$ cat src/rtl/d_grf_hazard_ctrl.sv
// Decode-stage hazard control: E/M write scoreboard, stall and
// forward selects for both GRF read ports, and the MDU busy window.
module d_grf_hazard_ctrl #(
  parameter int unsigned MULT_CYCLES = 5,
  parameter int unsigned DIV_CYCLES  = 10
) (
  input  logic       clk,
  input  logic       reset,
  input  logic       flush,
  input  logic [4:0] d_rs_addr,
  input  logic [4:0] d_rt_addr,
  input  logic [1:0] d_rs_tuse,
  input  logic [1:0] d_rt_tuse,
  input  logic [4:0] d_wa,
  input  logic [1:0] d_tnew,
  input  logic       d_md_start,
  input  logic       d_md_div,
  input  logic       d_uses_md,
  output logic       stall,
  output logic [1:0] fwd_rs_sel,
  output logic [1:0] fwd_rt_sel,
  output logic       md_busy
);

  typedef struct packed {
    logic [4:0] wa;
    logic [1:0] tnew;
  } sb_t;

  // The W entry is served by the GRF internal bypass, so only E and M are held.
  sb_t        r_e, r_m;
  logic       r_e_md, r_e_div;
  logic [7:0] r_cnt;

  logic w_e_rs, w_m_rs, w_e_rt, w_m_rt;
  logic w_stall_rs, w_stall_rt, w_stall_md;
  logic w_stall;

  function automatic logic [1:0] sat0(input logic [1:0] t);
    return (t == 2'd0) ? 2'd0 : t - 2'd1;
  endfunction

  always_comb begin
    w_e_rs = (r_e.wa != 5'd0) && (r_e.wa == d_rs_addr) && (d_rs_tuse != 2'd3);
    w_m_rs = (r_m.wa != 5'd0) && (r_m.wa == d_rs_addr) && (d_rs_tuse != 2'd3);
    w_e_rt = (r_e.wa != 5'd0) && (r_e.wa == d_rt_addr) && (d_rt_tuse != 2'd3);
    w_m_rt = (r_m.wa != 5'd0) && (r_m.wa == d_rt_addr) && (d_rt_tuse != 2'd3);

    w_stall_rs = (w_e_rs && (r_e.tnew > d_rs_tuse)) ||
                 (w_m_rs && (r_m.tnew > d_rs_tuse));
    w_stall_rt = (w_e_rt && (r_e.tnew > d_rt_tuse)) ||
                 (w_m_rt && (r_m.tnew > d_rt_tuse));
    w_stall_md = d_uses_md && md_busy;
    w_stall    = (w_stall_rs | w_stall_rt | w_stall_md) & ~flush;
  end

  // Youngest match wins; an E match not yet ready is resolved later in E.
  always_comb begin
    fwd_rs_sel = 2'd0;
    if (w_e_rs) begin
      if (r_e.tnew == 2'd0) fwd_rs_sel = 2'd2;
    end else if (w_m_rs && (r_m.tnew == 2'd0)) begin
      fwd_rs_sel = 2'd1;
    end
    fwd_rt_sel = 2'd0;
    if (w_e_rt) begin
      if (r_e.tnew == 2'd0) fwd_rt_sel = 2'd2;
    end else if (w_m_rt && (r_m.tnew == 2'd0)) begin
      fwd_rt_sel = 2'd1;
    end
  end

  assign stall   = w_stall;
  assign md_busy = r_e_md | (r_cnt != 8'd0);

  always_ff @(posedge clk) begin
    if (reset) begin
      r_e     <= '0;
      r_m     <= '0;
      r_e_md  <= 1'b0;
      r_e_div <= 1'b0;
      r_cnt   <= 8'd0;
    end else begin
      if (flush) begin
        r_e <= '0;
        r_m <= '0;
      end else begin
        r_e <= w_stall ? sb_t'('0) : sb_t'{d_wa, d_tnew};
        r_m <= sb_t'{r_e.wa, sat0(r_e.tnew)};
      end
      // A flushed MDU op in E never issues; a running count is left alone.
      if (r_e_md && !flush) begin
        r_cnt <= r_e_div ? 8'(DIV_CYCLES) : 8'(MULT_CYCLES);
      end else if (r_cnt != 8'd0) begin
        r_cnt <= r_cnt - 8'd1;
      end
      r_e_md  <= d_md_start & ~w_stall & ~flush;
      r_e_div <= d_md_div;
    end
  end

endmodule

$ cat config.mk
export PLATFORM = sky130hd
export DESIGN_NAME = d_grf_hazard_ctrl
export DESIGN_NICKNAME = d
export VERILOG_FILES = /design/src/rtl/d_grf_hazard_ctrl.sv
export SDC_FILE = /design/constraint.sdc
export NUM_CORES = 1
export LEC_CHECK = 0
export CELL_PAD_IN_SITES_DETAIL_PLACEMENT = 0
export CELL_PAD_IN_SITES_GLOBAL_PLACEMENT = 1
export CORE_MARGIN = 5
export CORE_UTILIZATION = 37
export CTS_CLUSTER_SIZE = 12
export DETAILED_ROUTE_END_ITERATION = 10
export MAX_ROUTING_LAYER = met4
export PLACE_DENSITY = 0.83
export SYNTH_ARGS = -nofsm -noshare
export SYNTH_HDL_FRONTEND = slang
export SYNTH_SLANG_ARGS = --single-unit
$ cat constraint.sdc
create_clock -name clk -period 3.8 [get_ports clk]
set_input_delay 0.76 -clock clk [delete_from_list [all_inputs] [get_ports clk]]
set_output_delay 0.76 -clock clk [all_outputs]
set_load 0.02 [all_outputs]
## Word-level counts from Yosys, hierarchy flattened

Cells that the tools add are included.
W data, S select, Z words.

- Register bits after elaboration: 24
- Input bits: 27
- Word-level logic and storage cells: 63
- Output and inout bits: 6

- Add/sub/neg operators: 2
- Multiplexer cells: 8
- $lt $le $gt $ge: 4
- Bitwise gates (word level): 8
- Eq/ne operators: 6
- Reduce and logical (&&, ||, !) cells: 28

Operators by type and width:

| cell | count |
|---|---|
| $eq A5 B5 Y1 | 4 |
| $logic_and A1 B1 Y1 | 16 |
| $mux W8 | 2 |
| $reduce_bool A5 Y1 | 2 |
| $gt A2 B2 Y1 | 4 |
| $reduce_bool A8 Y1 | 1 |
| $sub A8 B1 Y8 const B | 1 |
| $mux W2 | 3 |
| $reduce_or A3 Y1 | 2 |
| $logic_not A2 Y1 | 2 |
| $mux W4 | 1 |
| $ne A2 B2 Y1 const B | 2 |
| $and A1 B1 Y1 | 3 |
| $or A1 B1 Y1 | 3 |
| $logic_or A1 B1 Y1 | 2 |
| $mux W1 | 2 |
| $not A1 Y1 | 2 |
| $reduce_bool A2 Y1 | 1 |
| $reduce_or A2 Y1 | 1 |
| $sub A2 B1 Y2 const B | 1 |
| $logic_not A1 Y1 | 1 |

## Depth between registers and ports, before layout

- Depth in word-level cells: 11
- Mapped depth: 8

## Worst setup path after synthesis

Ideal clock, no wire load.

- Path type: register to output
- From: register r_cnt[2]
- To: output port stall
- Cell stages (with the launch flop): 8
- Path buffers: 2
- Data arrival time: 2.333 ns
- Required time: 3.040 ns
- Slack: 0.707 ns
- Cells stage by stage: dfxtp_1 > or4_1 > or4b_1 > buf_6 > o21a_1 > a221o_1 > buf_6 > o21ba_1

- Cells in the longest elaborated chain, start to end: 5

RTL lines:

| what | line | text |
|---|---|---|
| from (decl) | 33 | `logic [7:0] r_cnt;` |
| from (signal assigned) | 93 | `r_cnt <= r_e_div ? 8'(DIV_CYCLES) : 8'(MULT_CYCLES);` |
| from (signal assigned) | 95 | `r_cnt <= r_cnt - 8'd1;` |
| $reduce_bool A8 Y1 | 74 | `assign md_busy = r_e_md \| (r_cnt != 8'd0);` |
| $or A1 B1 Y1 | 74 |  |
| $logic_and A1 B1 Y1 | 53 | `w_stall_md = d_uses_md && md_busy;` |
| $or A1 B1 Y1 | 54 | `w_stall = (w_stall_rs \| w_stall_rt \| w_stall_md) & ~flush;` |
| $and A1 B1 Y1 | 54 |  |
| to (decl) | 19 | `output logic stall,` |

No other way between the ends.

## Worst setup path in the final report

- From: input port d_rt_addr[2]
- To: output port fwd_rt_sel[1]

- Cells in the longest elaborated chain, start to end: 4

RTL lines:

| what | line | text |
|---|---|---|
| from (decl) | 11 | `input logic [4:0] d_rt_addr,` |
| $eq A5 B5 Y1 | 46 | `w_e_rt = (r_e.wa != 5'd0) && (r_e.wa == d_rt_addr) && (d_rt_tuse != 2'd3);` |
| $logic_and A1 B1 Y1 (2 in a row) | 46 |  |
| $mux W2 | 66 | `if (w_e_rt) begin` |
| to (decl) | 21 | `output logic [1:0] fwd_rt_sel,` |

No other way between the ends.

==> qor.csv <==
stage,metric,value,unit
logic_synthesis,synth_cell_types,36,
clock_tree,post_cts_buffers,0,
placement,dpl_cell_area,1850,um^2
power,p_clk_frac,0.189,
timing,post-route-period-util,0.928,
global_route,antenna_found_initial,0,
timing,setup_viol,0,
floorplanning,start_util,0.389,
flow_run,maxCapViolCount,0,
logic_synthesis,async_flop_share,0,
logic_synthesis,ys_seq_area_frac,0.330,
timing,tightest_slew,0.549,ns
global_route,busiest_layer,met2,
worst_hold_path,hp-class,flip-flop to flip-flop,
placement,place.port_buffers,32,
route,ant_nets,0,
logic_synthesis,post-synth-top-count-cell,dfxtp_1,
clock_tree,tritoncts,built,
logic_synthesis,synth_common_cells,"dfxtp_1, inv_1, nand2_1",
critical_path,worstPathMaxFanout,2,
clock_tree,clockRootBuffer,clkbuf_8,
route,wirelength,3.43,mm
power,p_seq_frac,0.376,
finish,diodes,0,
timing,fin_skew,0.00823,ns
floorplanning,dieWidth,72.7,um
power,powerDensity,466,nW/um^2
route,vias,1313,
finish,multi_input_area,895,um^2
global_route,grtUsageMet2,0.198,
global_route,grt_max_degree,14,
route,drcViolationCount,0,
critical_path,arrival,2.77,ns
finish,final_area,1920,um^2
finish,nets,246,
finish,fill_cells,363,
global_route,grt_pass1_vias,1291,
logic_synthesis,ys_seq_elements,24,
global_route,grt_use_met3,0.0234,
timing,layout_min_cycle_time,3.53,ns
timing,relSlewSlack,0.633,
route,first_pass_iters,4,
route,dr.first_iter.drc_count,57,
critical_path,critPathKind,primary input to primary output,
logic_synthesis,postSynthCellCount,169,
timing,rsz0062_at_grt,false,
power,switchingPower,314,uW
power,comb_power_share,0.435,
power,ir_worst_vdd,0.327,mV
power,intPower,580,uW
floorplanning,num_rows,22,
clock_tree,cts.sinks,24,
clock_tree,hold_buffers,0,
clock_tree,cts_max_level,1,
global_route,globalRouteTotalUtil,0.140,
timing,drv_slew,0,
logic_synthesis,synth_area_leader_cell,dfxtp_1,
route,vias_per_cell,5.15,
clock_tree,clkLatencyLatePin,0.27,ns
floorplanning,die_area,5290,um^2
run_status,status,"finished, final reports clean",
placement,dp_hpwl,2.79,mm
logic_synthesis,synth_edf_count,0,
timing,max_freq,0.284,GHz
logic_synthesis,synth-main-ff-cell,dfxtp_1,
clock_tree,clockBufferDepth,2,
logic_synthesis,synth.top_cells.by_area,"dfxtp_1, ha_1, xor2_1",
critical_path,cp-end-kind,primary output,
logic_synthesis,synth_fp_nets,207,
clock_tree,path_clk_slew,0.08,ns
power,p_sw_frac,0.351,
global_route,overflow,0,
placement,gp_congestion,0.822,
critical_path,crit_path_start_kind,primary input,
finish,syn_to_final_growth,32.0,%
critical_path,required,3.04,ns
floorplanning,core_area,3740,um^2
logic_synthesis,netlist.area_leader.share,0.330,
timing,finalSetupTns,0,ns
logic_synthesis,yosys_warnings,0,
floorplanning,ios,33,
finish,drive_above_1_share,0.101,
finish,register_area,480,um^2
power,p_leak,0.000823,uW
logic_synthesis,avgSynthCellArea,8.62,um^2
logic_synthesis,synthesis.area,1460,um^2
global_route,grt_pass1_wl,5.78,mm
floorplanning,die_y,72.7,um
clock_tree,cts_buffers,3,
timing,finalHoldViolations,0,
route,wl_per_cell,13.5,um
global_route,grt_use_met1,0.197,
per-stage QoR:
step / hold WS, ns / setup WS, ns / instances / util / power [uW]
6_report: 0.431 / 0.275 / 255 / 0.513 / 895
2_1_floorplan: 0.401 / 0.707 / 169 / - / 626
3_5_place_dp: 0.414 / 0.0309 / 251 / 0.495 / 726
4_1_cts: 0.427 / 0.0146 / 255 / 0.509 / 900
3_3_place_gp: 0.417 / 0.0643 / 251 / 0.495 / 720
5_1_grt: 0.435 / 0.137 / 255 / 0.513 / 966
what timing repair did:
item,4_1_cts,5_1_grt
setup endpoints to repair,0,1
hold endpoints to repair,0,0
resized for setup,0,3
power groups by stage:
stage	clock, uW	sequential, uW	combinational, uW
2_1_floorplan	0	330	295
3_3_place_gp	0	341	379
3_5_place_dp	0	342	384
4_1_cts	177	335	388
5_1_grt	182	342	442
6_report	169	336	389
kinds of logic after synthesis:
group / share of synthesized area
and+or+nand+nor: 0.274
DFF: 0.330
AOI/OAI and AO/OA: 0.114
buffers and inverters: 0.0644
xor gates and xnor gates: 0.102
adders and majority gates: 0.0945
muxes: 0.0206
critical path: stages:
cell             delay [ns]
clkdlybuf4s50_1        0.45
xor2_1                 0.16
a221oi_1               0.21
nor4b_2                0.30
buf_4                  0.17
and2_1                 0.12
clkdlybuf4s50_1        0.60
final cells by class:
cell class | count | area share
multi-input cells | 124 | 0.465
flip-flops and latches | 24 | 0.250
repair buffers | 38 | 0.191
inverters | 17 | 0.0332
well taps | 48 | 0.0313
clock buffers | 4 | 0.0286
registers in the layout, summed over array words and instances (netlist names):
register	flops
r_m	7
r_e_md	1
r_cnt	8
r_e_div	1
r_e	7
final timing paths:
check,start,endpoint,slack [ns],cells past startpoint
setup / recovery,d_rt_addr[2],fwd_rt_sel[1],0.27,7
hold / removal,r_e[0]$_SDFF_PP0_,r_m[0]$_SDFF_PP0_,0.43,1
setup reg to reg,r_cnt[2]$_SDFFE_PP0P_,r_e[2]$_SDFF_PP0_,1.42,6
hold reg to reg,r_e[0]$_SDFF_PP0_,r_m[0]$_SDFF_PP0_,0.43,1
layer usage:
layer / share of wire / routed length (um)
met1: 0.50 / 1730
met2: 0.43 / 1460
met3: 0.056 / 191
met4: 0.013 / 46
met5: 0 / 0
placed cells by master (no fill, tap or decap), types with 6 or more instances in the layout:
cell type	Yosys	final
clkdlybuf4s50_1	0	31
nor3_2	8	8
xnor2_1	7	7
a21oi_1	7	7
ha_1	11	11
xor2_1	10	10
nor4_1	6	6
nor2_1	13	13
inv_1	17	17
dfxtp_1	24	24
nand2_1	16	16
buf_4	0	6
(Power assumes the default switching activity.)
